[src/rtl/ex_div.sv]
// ex_div: multi-cycle 32-bit signed/unsigned radix-2 restoring divider for DIV/DIVU.
// The result appears 34 cycles after a request, or 2 cycles after one when the divisor is
// zero. It is held while start_i stays high.
//
// Ports:
//   Clk          - clock; all state changes on posedge
//   Rst_n        - synchronous active-low reset
//   signed_div_i - 1: DIV (two's complement), 0: DIVU
//   opdata1_i    - dividend, sampled on the accepting edge
//   opdata2_i    - divisor, sampled on the accepting edge
//   start_i      - level request; held high until ready_o is seen
//   annul_i      - cancels a requested or in-flight division
//   result_o     - {remainder, quotient}
//   ready_o      - result valid
module ex_div (
  input  logic        Clk,
  input  logic        Rst_n,
  input  logic        signed_div_i,
  input  logic [31:0] opdata1_i,
  input  logic [31:0] opdata2_i,
  input  logic        start_i,
  input  logic        annul_i,
  output logic [63:0] result_o,
  output logic        ready_o
);

  typedef enum logic [1:0] {StFree, StByZero, StOn, StEnd} state_e;

  state_e      state_q, state_d;
  logic [5:0]  cnt_q, cnt_d;
  logic [64:0] dvd_q, dvd_d;
  logic [31:0] dvs_q, dvs_d;
  logic        neg1_q, neg1_d;
  logic        neg2_q, neg2_d;
  logic [63:0] result_q, result_d;
  logic        ready_q, ready_d;

  logic [31:0] op1_abs, op2_abs;
  logic [32:0] diff;
  logic [31:0] quot_fix, rem_fix;

  // Signed operands are divided as magnitudes; signs are reapplied during fix-up.
  assign op1_abs = (signed_div_i && opdata1_i[31]) ? (~opdata1_i + 32'd1) : opdata1_i;
  assign op2_abs = (signed_div_i && opdata2_i[31]) ? (~opdata2_i + 32'd1) : opdata2_i;

  // Trial subtraction of the divisor from the partial remainder; bit 32 set means borrow.
  assign diff = {1'b0, dvd_q[63:32]} - {1'b0, dvs_q};

  // Quotient truncates toward zero; the remainder takes the sign of the dividend.
  assign quot_fix = (neg1_q ^ neg2_q) ? (~dvd_q[31:0] + 32'd1) : dvd_q[31:0];
  assign rem_fix  = neg1_q ? (~dvd_q[64:33] + 32'd1) : dvd_q[64:33];

  always_comb begin
    state_d  = state_q;
    cnt_d    = cnt_q;
    dvd_d    = dvd_q;
    dvs_d    = dvs_q;
    neg1_d   = neg1_q;
    neg2_d   = neg2_q;
    result_d = result_q;
    ready_d  = ready_q;

    unique case (state_q)
      StFree: begin
        ready_d  = 1'b0;
        result_d = 64'h0;
        if (start_i && !annul_i) begin
          if (opdata2_i == 32'h0) begin
            state_d = StByZero;
          end else begin
            state_d = StOn;
            cnt_d   = 6'd0;
            dvd_d   = {32'h0, op1_abs, 1'b0};
            dvs_d   = op2_abs;
            neg1_d  = signed_div_i & opdata1_i[31];
            neg2_d  = signed_div_i & opdata2_i[31];
          end
        end
      end

      // Divide by zero yields all-zero result; annul_i deliberately has no effect here.
      StByZero: begin
        dvd_d    = 65'h0;
        state_d  = StEnd;
        result_d = 64'h0;
        ready_d  = 1'b1;
      end

      StOn: begin
        if (annul_i) begin
          state_d = StFree;
          cnt_d   = 6'd0;
          ready_d = 1'b0;
        end else if (cnt_q != 6'd32) begin
          if (diff[32]) begin
            dvd_d = {dvd_q[63:0], 1'b0};
          end else begin
            dvd_d = {diff[31:0], dvd_q[31:0], 1'b1};
          end
          cnt_d = cnt_q + 6'd1;
        end else begin
          // Fix-up edge: apply signs and present the result on entry to StEnd.
          dvd_d    = {rem_fix, dvd_q[32], quot_fix};
          state_d  = StEnd;
          cnt_d    = 6'd0;
          result_d = {rem_fix, quot_fix};
          ready_d  = 1'b1;
        end
      end

      StEnd: begin
        if (!start_i) begin
          state_d  = StFree;
          ready_d  = 1'b0;
          result_d = 64'h0;
        end
      end

      default: begin
        state_d = StFree;
      end
    endcase
  end

  always_ff @(posedge Clk) begin
    if (!Rst_n) begin
      state_q  <= StFree;
      cnt_q    <= 6'd0;
      dvd_q    <= 65'h0;
      dvs_q    <= 32'h0;
      neg1_q   <= 1'b0;
      neg2_q   <= 1'b0;
      result_q <= 64'h0;
      ready_q  <= 1'b0;
    end else begin
      state_q  <= state_d;
      cnt_q    <= cnt_d;
      dvd_q    <= dvd_d;
      dvs_q    <= dvs_d;
      neg1_q   <= neg1_d;
      neg2_q   <= neg2_d;
      result_q <= result_d;
      ready_q  <= ready_d;
    end
  end

  assign result_o = result_q;
  assign ready_o  = ready_q;

endmodule

[config.mk]
export PLATFORM = sky130hd
export DESIGN_NAME = ex_div
export DESIGN_NICKNAME = d
export VERILOG_FILES = /design/src/rtl/ex_div.sv
export SDC_FILE = /design/constraint.sdc
export NUM_CORES = 1
export LEC_CHECK = 0
export ABC_AREA = 1
export ABC_CLOCK_PERIOD_IN_PS = 2600
export BUFFER_PORTS_ARGS = -buffer_cell sky130_fd_sc_hd__buf_4
export CAP_MARGIN = 40
export CELL_PAD_IN_SITES_DETAIL_PLACEMENT = 1
export CELL_PAD_IN_SITES_GLOBAL_PLACEMENT = 2
export CORE_ASPECT_RATIO = 0.9
export CORE_MARGIN = 2
export CORE_UTILIZATION = 30
export CTS_CLUSTER_DIAMETER = 40
export DETAILED_ROUTE_END_ITERATION = 8
export PLACE_DENSITY_LB_ADDON = 0.2
export SYNTH_ARGS = -nofsm -noshare
export SYNTH_HDL_FRONTEND = slang
export SYNTH_SLANG_ARGS = --single-unit
[constraint.sdc]
create_clock -name Clk -period 2.6 [get_ports Clk]
set_input_delay 0.52 -clock Clk [delete_from_list [all_inputs] [get_ports Clk]]
set_output_delay 0.52 -clock Clk [all_outputs]
set_load 0.005 [all_outputs]
==> metrics.md, run 1 <==
| Metric | Value |
|---|---|
| Max clock buf depth | 2 |
| Max Clk Rate | 412 MHz |
| Vias in the first global route | 15300 |
| WS Path Type | flop to flop |
| Nets@finish | 2561 |
| Post-route DRC | 0 |
| DR WL met3 | 2.68 mm |
| Share of cells above drive strength 1 | 13.6% |
| WL final | 57.4 mm |
| Syn Nets | 2424 |
| Fin cells | 3067 |
| Critical-path cell list | inv_1 -> ha_1 -> inv_2 -> nor3_2 -> nand2_2 -> nor2_4 -> nor2_8 -> nand2_8 -> buf_12 -> nand3_1 -> nand2_1 -> nand2_1 -> nand2_1 -> a21oi_1 |
| Clock buffer count from CTS | 17 |
| Grt total ovfl | 0 |
| Status | completed |
| CP peak stage delay | 0.42 ns |
| Die Span Y | 207 microns |
| M1 wire length | 29.7 mm |
| Drt wl/cell | 18.7 microns |
| Htree depth | 4 |
| Largest net degree at the start of global routing | 56 |
| Clock Latency Late Sink | 0.49 ns |
| Final min period | 2.43 ns |
| Dpl cells | 3033 |
| # hold bufs at CTS | 0 |
| Max-cap viol count | 0 |
| Antenna Violating Nets Remaining | 0 |
| Synth unique cells | 52 |
| Initial Util | 30.3% |
| Async set-or-reset flop fraction in the synthesized netlist | 0% |
| Crit path max-delay family | simple AND/OR/NAND/NOR gates |
| DIE AREA | 0.0474 sq mm |
| Relative slew slack | 46.6% |
| Initial antenna violation count | 0 |
| Slew Limit Fails | 0 |
| I/O pins | 134 |
| Total Routing Usage GR | 24.3% |
| RSZ-0062 raised after global routing | false |
| Clock transition at path regs | 0.08 ns |
| First-pass GRT wire length | 89.1 mm |
| Port Buffers | 133 |
| CP max-delay cell | ha_1 |
| CTS root buf | clkbuf_16 |
| Worst VDD drop | 520 uV |
| Metal2 WL | 24.3 mm |
| Routed via count | 15300 |
| Ys Warns | 0 |
| Final HPWL DP | 46.1 mm |
| Crit path DAT | 2.81 ns |
| Worst endpoint required time | 2.98 ns |
| Row Count | 74 |
| Power density over the cells | 786 mW/mm^2 |
| Main flop type after synthesis | dfxtp_1 |
| Synth Register Bits | 172 |
| Worst Max-Slew Pin Slew | 0.793 ns |
| CP most frequent cell | nand2_1 |
| Mean Syn Cell Area | 5.93 sq um |
| Antenna diode count | 0 |
| Final Hold Viols | 0 |
| Gp weighted congestion | 0.887 |
| Initial DRT Pass Iterations | 5 |
| Crit start category | flop |
| DR vias/cell | 5.00 |
| CP Buf/Inv Count | 3 |
| Number of clock sinks | 172 |
| Core area | 0.0453 sq mm |
| Initial detailed-routing violation count | 1047 |
| Post-synth EDFFs | 0 |
| Post-synthesis sequential area ratio | 25.1% |
| Total power draw | 12.8 mW |
| Post-synthesis cell area | 0.0137 sq mm |
| Max Used Layer | met4 |
| Hold Crit Class | input port to flop |
| Setup violations, final | 0 |
| Max Clock Skew | 0.0150 ns |
| Crit share post-route | 93.5% |
| Post-Syn Instances | 2309 |
| Leak | 7.93 nW |
| Die extent in x | 229 microns |
| CTS tree | done |
| Area growth, synth to finish | 19.3% |
| Worst-path fanout max | 6 |
| Setup TNS | 0 ns |
| Critical Path End Type | flop |
==> stage by stage <==
stage                     hold slack, ns  setup slack (ns)  cell area, sq um  util [%]
after CTS                          0.274            0.0697             16300      36.0
final                              0.298             0.170             16300      36.1
after detailed placement           0.458            0.0976             15700      34.7
after global routing               0.315          0.000231             16300      36.1
after global placement             0.454             0.144             15700      34.7
after floorplan                    0.430             0.370             13700         -
==> layout by cell type (no fill, tap or decap), types with 3 or more instances in the layout <==
master	Yosys	routed
a211oi_1	6	6
a21oi_1	187	187
a21oi_2	10	10
a31oi_1	18	18
a41oi_1	3	3
and2_1	3	3
buf_12	0	14
buf_4	3	188
clkbuf_16	0	17
clkinv_1	3	3
clkinv_4	0	3
clkinvlp_4	0	4
dfxtp_1	172	171
ha_1	45	45
inv_1	294	294
inv_2	22	21
inv_6	0	3
inv_8	0	4
nand2_1	737	736
nand2_2	15	16
nand2_4	4	4
nand3_1	221	220
nand3_2	3	4
nand3b_1	5	5
nand4_1	28	28
nor2_1	161	158
nor2_2	8	11
nor2_4	6	6
nor3_1	19	19
nor3_2	6	6
nor4_1	4	4
o211ai_1	4	4
o21ai_0	103	102
o21ai_1	9	8
o21ai_2	2	4
o221ai_1	3	3
o31ai_1	3	3
or2_2	12	12
xnor2_1	18	18
xor2_1	73	73
==> flip-flops by register name (all words and copies together), names as in the netlist <==
register,count
dvd_q,65
ready_o,1
neg1_q,1
dvs_q,32
result_o,64
cnt_q,6
state_q,2
neg2_q,1
==> cells in the mapped netlist, types with 4 or more instances <==
cell | count | area [sq um]
nand2_1 | 737 | 2770
inv_1 | 294 | 1100
nand3_1 | 221 | 1110
a21oi_1 | 187 | 936
dfxtp_1 | 172 | 3440
nor2_1 | 161 | 604
o21ai_0 | 103 | 515
xor2_1 | 73 | 639
clkbuf_1 | 45 | 169
ha_1 | 45 | 563
buf_2 | 28 | 140
nand4_1 | 28 | 175
inv_2 | 22 | 82.6
nor3_1 | 19 | 95.1
a31oi_1 | 18 | 113
xnor2_1 | 18 | 158
nand2_2 | 15 | 93.8
or2_2 | 12 | 75.1
a21oi_2 | 10 | 87.6
o21ai_1 | 9 | 45.0
nor2_2 | 8 | 50.1
a211oi_1 | 6 | 45.0
buf_6 | 6 | 67.6
nor2_4 | 6 | 67.6
nor3_2 | 6 | 60.1
nand3b_1 | 5 | 37.5
nand2_4 | 4 | 45.0
nor4_1 | 4 | 25.0
o211ai_1 | 4 | 30.0
==> layer usage <==
metal,track usage [%],up-vias
li1,-,7639
met1,35.9,7331
met2,37.3,326
met3,3.60,53
met4,5.45,0
met5,0,-
==> cell type report <==
class	instances	area, sq um
fill	5955	28900
multi-input combinational	1733	8690
sequential	172	3440
timing repair buffer	202	1690
inverter	320	1210
tap	608	761
clock buffer	17	425
clock inverter	15	133
==> power breakdown <==
| part | switching [mW] | internal, mW |
|---|---|---|
| clock network | 1.34 | 1.26 |
| logic | 4.83 | 2.04 |
| registers | 0.368 | 3.01 |
==> path summary, 6_finish.rpt <==
path                 startpoint           end  slack [ns]  cells past startpoint
hold / removal    opdata2_i[24]     dvs_q[24]        0.30                      3
setup reg to reg      dvs_q[30]     dvd_q[54]        0.17                     14
hold reg to reg    result_o[37]  result_o[37]        0.47                      2
setup / recovery      dvs_q[30]     dvd_q[54]        0.17                     14
==> cells by family (layout without fill, tap and decap cells) <==
| family | Yosys count | count (layout) | share of synthesized area (%) |
|---|---|---|---|
| AO/OA/AOI/OAI | 359 | 359 | 14.3 |
| buffers and inverters | 405 | 554 | 11.8 |
| flip-flops | 172 | 172 | 25.1 |
| XOR/XNOR | 91 | 91 | 5.82 |
| adder cells (fa/ha/maj) | 46 | 46 | 4.26 |
| AND/OR/NAND/NOR | 1236 | 1237 | 38.7 |
==> worst reg2reg max path: cells and delay by family (launching register included) <==
kind,cells,cell delay (ns)
AOI/OAI and AO/OA,1,0.05
and+or+nand+nor,9,1.20
buffers and inverters,3,0.32
DFF,1,0.31
adders and majority gates,1,0.43
==> repair_timing <==
action	4_1_cts	5_1_grt
setup buffers	0	1
setup endpoints to repair	0	32
gates resized for setup	0	11
No activity file was read; power rests on OpenSTA's default activity.
==> run 2: changes to the inputs <==
--- a/config.mk
+++ b/config.mk
@@ -17,6 +17,7 @@
 export CTS_CLUSTER_DIAMETER = 40
 export DETAILED_ROUTE_END_ITERATION = 8
 export PLACE_DENSITY_LB_ADDON = 0.2
+export REMOVE_ABC_BUFFERS = 1
 export SYNTH_ARGS = -nofsm -noshare
 export SYNTH_HDL_FRONTEND = slang
 export SYNTH_SLANG_ARGS = --single-unit
==> run 2 against run 1 <==
  * Core utilization is 0.50 points higher
  * Via count fell by 0.20%
  * Critical endpoint is now dvd_q[56]
  * Global-route usage is 1.2 points lower
  * Clock skew is 0.0034 ns lower
  * Highest routed layer unchanged
  * Setup slack gained 0.029 ns
  * Combinational power is essentially flat
  * Die area unchanged
  * Largest cell class unchanged
==> metrics.md, run 2 (same netlist as run 1, synthesis figures left out) <==
| Metric | Value |
|---|---|
| Status | completed |
| Crit path DAT | 2.76 ns |
| Hold Crit Class | input port to flop |
| Clock transition at path regs | 0.07 ns |
| Largest net degree at the start of global routing | 47 |
| Final Util | 36.6% |
| I/O pins | 134 |
| Max-cap viol count | 0 |
| Antenna diode count | 0 |
| Setup TNS | 0 ns |
| Final Hold Viols | 0 |
| Worst-path fanout max | 7 |
| Setup Buffers After CTS | 0 |
| Total power draw | 13.2 mW |
| Relative slew slack | 58.3% |
| Sw Share | 47.9% |
| Row Count | 74 |
| Share of cells above drive strength 1 | 14.0% |
| CTS root buf | clkbuf_16 |
| Clock Latency Late Sink | 0.48 ns |
| Initial Util | 30.3% |
| Switch Pwr | 6.32 mW |
| Max Clock Skew | 0.0116 ns |
| Int Pwr | 6.89 mW |
| Worst endpoint required time | 2.96 ns |
| Port Buffers | 133 |
| Max clock buf depth | 2 |
| Leak | 8.05 nW |
| Critical Path End Type | flop |
| Vias in the first global route | 15400 |
| WL final | 54.1 mm |
| Power share of the combinational group | 51.9% |
| Routed via count | 15300 |
| Clock share of power | 22.7% |
| Fin cells | 3080 |
| Initial detailed-routing violation count | 947 |
| Total Routing Usage GR | 23.1% |
| DR vias/cell | 4.97 |
| Die Span Y | 207 microns |
| Setup violations, final | 0 |
| Worst VDD drop | 576 uV |
| Slew Limit Fails | 0 |
| Die extent in x | 229 microns |
| WS Path Type | flop to flop |
| Clock buffer count from CTS | 17 |
| Dpl cells | 3049 |
| Max Clk Rate | 416 MHz |
| First-pass GRT wire length | 85.5 mm |
| Crit share post-route | 92.4% |
| FILL cells | 5997 |
| Multi-input logic area | 0.00868 sq mm |
| Initial DRT Pass Iterations | 5 |
| Storage cell area | 0.00344 sq mm |
| Nets@finish | 2575 |
| Post-route DRC | 0 |
| Max FFs per register | 65 |
| Gp weighted congestion | 0.871 |
| Initial antenna violation count | 0 |
| Area growth, synth to finish | 21.0% |
| Number of clock sinks | 172 |
| Antenna Violating Nets Remaining | 0 |
| Final min period | 2.40 ns |
| # hold bufs at CTS | 0 |
| Final HPWL DP | 43.1 mm |
| Most frequent cells in the layout | 736 x nand2_1, 294 x inv_1, 220 x nand3_1 |
| Grt total ovfl | 0 |
| Most common cell after layout, fill and taps aside | nand2_1 |
| CTS tree | done |
| Core area | 0.0453 sq mm |
| Drt wl/cell | 17.6 microns |
| Sequential Power Share | 25.4% |
| Crit start category | flop |
| Power density over the cells | 797 mW/mm^2 |
| Largest Register | dvd_q |
| Worst Max-Slew Pin Slew | 0.621 ns |
| Htree depth | 4 |
| RSZ-0062 raised after global routing | false |
| DIE AREA | 0.0474 sq mm |
-- run 2: area by class of cell --
class | count | share of cell area [%]
Clock inverter | 14 | 1.39
Sequential cell | 172 | 20.8
Tap cell | 608 | 4.59
Clock buffer | 17 | 2.57
Timing Repair Buffer | 217 | 11.0
Multi-Input combinational cell | 1732 | 52.4
Inverter | 320 | 7.28
-- run 2: critical path, cell delays in order (launching register included) --
cell     delay, ns
dfxtp_1       0.41
ha_1          0.43
nand2_1       0.13
nor2_1        0.15
inv_1         0.10
nor3_2        0.31
nand3_1       0.24
nand4_1       0.18
nand3_1       0.10
nand2_1       0.08
nand2_1       0.05
nand2_1       0.07
a21oi_2       0.05
-- run 2: layer usage --
layer	up-vias	routed length (microns)	track usage, %
met5	-	0	0
met4	0	898	5.77
met1	7341	27500	33.3
met3	48	2080	3.01
met2	257	23600	36.4
li1	7672	-	-
-- run 2: what timing repair did --
action,in CTS,in global routing
resized for setup,0,8
setup endpoints to repair,0,11
endpoints found under the hold margin,0,0
-- run 2: power groups by stage --
stage               combinational (mW)  sequential (mW)  clock, mW
floorplan                         4.09             3.31          0
global placement                  6.71             3.40          0
detailed placement                6.77             3.41          0
CTS                               6.83             3.35       3.09
global route                      7.65             3.41       3.19
finish                            6.85             3.36       3.00
-- run 2: worst paths after layout --
path | cells after the start | start | end | slack [ns]
worst max-delay path | 12 | dvd_q[52] | dvd_q[56] | 0.20
worst min-delay path | 3 | opdata2_i[24] | dvs_q[24] | 0.30
worst max register to register | 12 | dvd_q[52] | dvd_q[56] | 0.20
worst min register to register | 2 | result_o[4] | result_o[4] | 0.47
-- run 2: through the flow --
| step | hold WS [ns] | instance area, sq um | setup slack (ns) |
|---|---|---|---|
| floorplan | 0.430 | 13300 | -1.37 |
| global placement | 0.453 | 15900 | 0.0936 |
| detailed placement | 0.459 | 15900 | -0.00320 |
| CTS | 0.276 | 16500 | 0.122 |
| global route | 0.305 | 16600 | 0.0170 |
| finish | 0.300 | 16600 | 0.199 |
==> run 3: changes to the inputs <==
--- a/config.mk
+++ b/config.mk
@@ -6,7 +6,7 @@
 export NUM_CORES = 1
 export LEC_CHECK = 0
 export ABC_AREA = 1
-export ABC_CLOCK_PERIOD_IN_PS = 2600
+export ABC_CLOCK_PERIOD_IN_PS = 2550
 export BUFFER_PORTS_ARGS = -buffer_cell sky130_fd_sc_hd__buf_4
 export CAP_MARGIN = 40
 export CELL_PAD_IN_SITES_DETAIL_PLACEMENT = 1
==> constraint.sdc (replaced) <==
create_clock -name Clk -period 2.55 [get_ports Clk]
set_input_delay 0.51 -clock Clk [delete_from_list [all_inputs] [get_ports Clk]]
set_output_delay 0.51 -clock Clk [all_outputs]
set_load 0.005 [all_outputs]
==> run 3 against run 2 <==
  * Final area fell by 0.11%
  * Combinational power up 3.4%
  * Wire length up 2.6%
  * Clock-buffer cell count up 1
  * Clock power shrank 6%
  * Critical endpoint is now dvd_q[36]
  * Clock skew fell by 0.00061 ns
  * Largest cell class unchanged
  * Sequential power is 2% higher
  * Critical path depth rose by 6
==> metrics.md, run 3 (same netlist as run 1, synthesis figures left out) <==
| Metric | Value |
|---|---|
| Nets@finish | 2580 |
| Core area | 0.0453 sq mm |
| Crit share post-route | 93.1% |
| CP max-delay cell | fa_1 |
| RSZ-0062 raised after global routing | false |
| WS Path Type | flop to flop |
| CP peak stage delay | 0.36 ns |
| R2R Path Start | dvd_q[32] |
| R2r setup slk | 0.18 ns |
| Setup Buffers After CTS | 0 |
| Crit start category | flop |
| Drt wl/cell | 18.0 microns |
| Initial antenna violation count | 1 |
| Initial DRT Pass Iterations | 4 |
| Initial detailed-routing violation count | 991 |
| Final min period | 2.37 ns |
| Worst VDD drop | 454 uV |
| Max FFs per register | 65 |
| Clock Latency Late Sink | 0.49 ns |
| CTS tree | done |
| Die extent in x | 229 microns |
| Vias in the first global route | 15500 |
| First-pass GRT wire length | 86.6 mm |
| Post-route DRC | 0 |
| Max Clk Rate | 421 MHz |
| Worst Setup SP | dvd_q[32] |
| Critical Path End Type | flop |
| FILL cells | 6023 |
| Power density over the cells | 805 mW/mm^2 |
| Status | completed |
| Leak | 8.03 nW |
| Final Cell Area | 0.0166 sq mm |
| Gp weighted congestion | 0.876 |
| Clock buffer count from CTS | 17 |
| Setup violations, final | 0 |
| Largest Register | dvd_q |
| Final HPWL DP | 43.5 mm |
| Max-cap viol count | 0 |
| Hold Crit Class | input port to flop |
| Critical-path cell list | inv_1 -> ha_1 -> fa_1 -> inv_1 -> nand3_1 -> nand3_2 -> nand2_1 -> nand2_4 -> nand2_2 -> nand2_4 -> nand2_4 -> nand2_8 -> buf_4 -> nand2_1 -> nand3_1 -> nand2_1 -> nand2_1 -> a21oi_1 |
| Hold_ws | 0.290 ns |
| Grt total ovfl | 0 |
| Area growth, synth to finish | 20.8% |
| Die Span Y | 207 microns |
| Antenna Violating Nets Remaining | 0 |
| Row Count | 74 |
| Max Clock Skew | 0.0110 ns |
| Worst Max-Slew Pin Slew | 0.758 ns |
| Share of cells above drive strength 1 | 14.6% |
| Routed via count | 15400 |
| Most common cell after layout, fill and taps aside | nand2_1 |
| Final Util | 36.6% |
| Crit path DAT | 2.74 ns |
| WL final | 55.5 mm |
| Worst Setup EP | dvd_q[36] |
| Relative slew slack | 49.5% |
| Critical R2R Capture | dvd_q[36] |
| Port Buffers | 133 |
| Most frequent cells in the layout | 736 x nand2_1, 294 x inv_1, 219 x nand3_1 |
| Slew Limit Fails | 0 |
| CTS root buf | clkbuf_16 |
| DP Area | 0.0159 sq mm |
| Final Hold Viols | 0 |
| Number of clock sinks | 172 |
| R2R cell count | 18 |
| Clock transition at path regs | 0.07 ns |
| DR vias/cell | 4.99 |
| Worst-path fanout max | 10 |
| I/O pins | 134 |
| Worst endpoint required time | 2.92 ns |
| Total power draw | 13.3 mW |
| CP most frequent cell | nand2_1 |
| Max clock buf depth | 2 |
| Initial Util | 30.3% |
| Largest net degree at the start of global routing | 53 |
| Htree depth | 4 |
| Total Routing Usage GR | 23.5% |
| Fin cells | 3087 |
| Dpl cells | 3054 |
| DIE AREA | 0.0474 sq mm |
-- run 3: report_power, final --
| part | internal, mW | switching (mW) | leakage, nW |
|---|---|---|---|
| combinational | 2.18 | 4.90 | 6.34 |
| clock | 1.49 | 1.32 | 0.286 |
| sequential | 3.07 | 0.359 | 1.40 |
-- run 3: layer usage --
layer | up-vias | track usage (%) | share of wire (%)
met5 | - | 0 | 0
met4 | 0 | 6.63 | 2.0
met3 | 52 | 2.95 | 3.4
met2 | 248 | 37.0 | 44
met1 | 7423 | 33.7 | 51
li1 | 7689 | - | -
-- run 3: metrics by stage --
| stage | TNS (ns) | setup WS, ns |
|---|---|---|
| finish | 0 | 0.175 |
| global route | 0 | 0.00503 |
| CTS | 0 | 0.00393 |
| detailed placement | -0.253 | -0.253 |
| global placement | -0.183 | -0.183 |
| floorplan | -66.10 | -1.41 |
-- run 3: worst min path at each step --
stage,from,endpoint,slack [ns],cells after the start
6_report,opdata2_i[24],dvs_q[24],0.29,3
5_1_grt,opdata2_i[24],dvs_q[24],0.30,3
4_1_cts,opdata2_i[24],dvs_q[24],0.27,3
3_5_place_dp,result_o[30],result_o[30],0.46,2
3_3_place_gp,result_o[30],result_o[30],0.45,2
2_1_floorplan,dvs_q[3],dvs_q[3],0.43,2
-- run 3: layout make-up --
class	instances	area, sq um	share of cell area, %
diodes	1	2.50	0.0151
clock inverters	14	160	0.967
well taps	608	761	4.60
flip-flops and latches	172	3450	20.8
multi-input cells	1732	8720	52.7
clock buffers	18	439	2.65
repair buffers	222	1820	11.0
inverters	320	1210	7.29
-- run 3: repair_timing --
item                                    CTS  global route
hold buffers                              0             0
endpoints found under the setup margin    3            44
resized for setup                         1            16
-- run 3: worst max-delay path, delay by kind of cell (launching register included) --
family	cells	cell delay, ns
flip-flops	1	0.33
AND/OR/NAND/NOR	12	0.95
adder cells (fa/ha/maj)	2	0.58
buffers and inverters	3	0.32
AO/OA/AOI/OAI	1	0.05
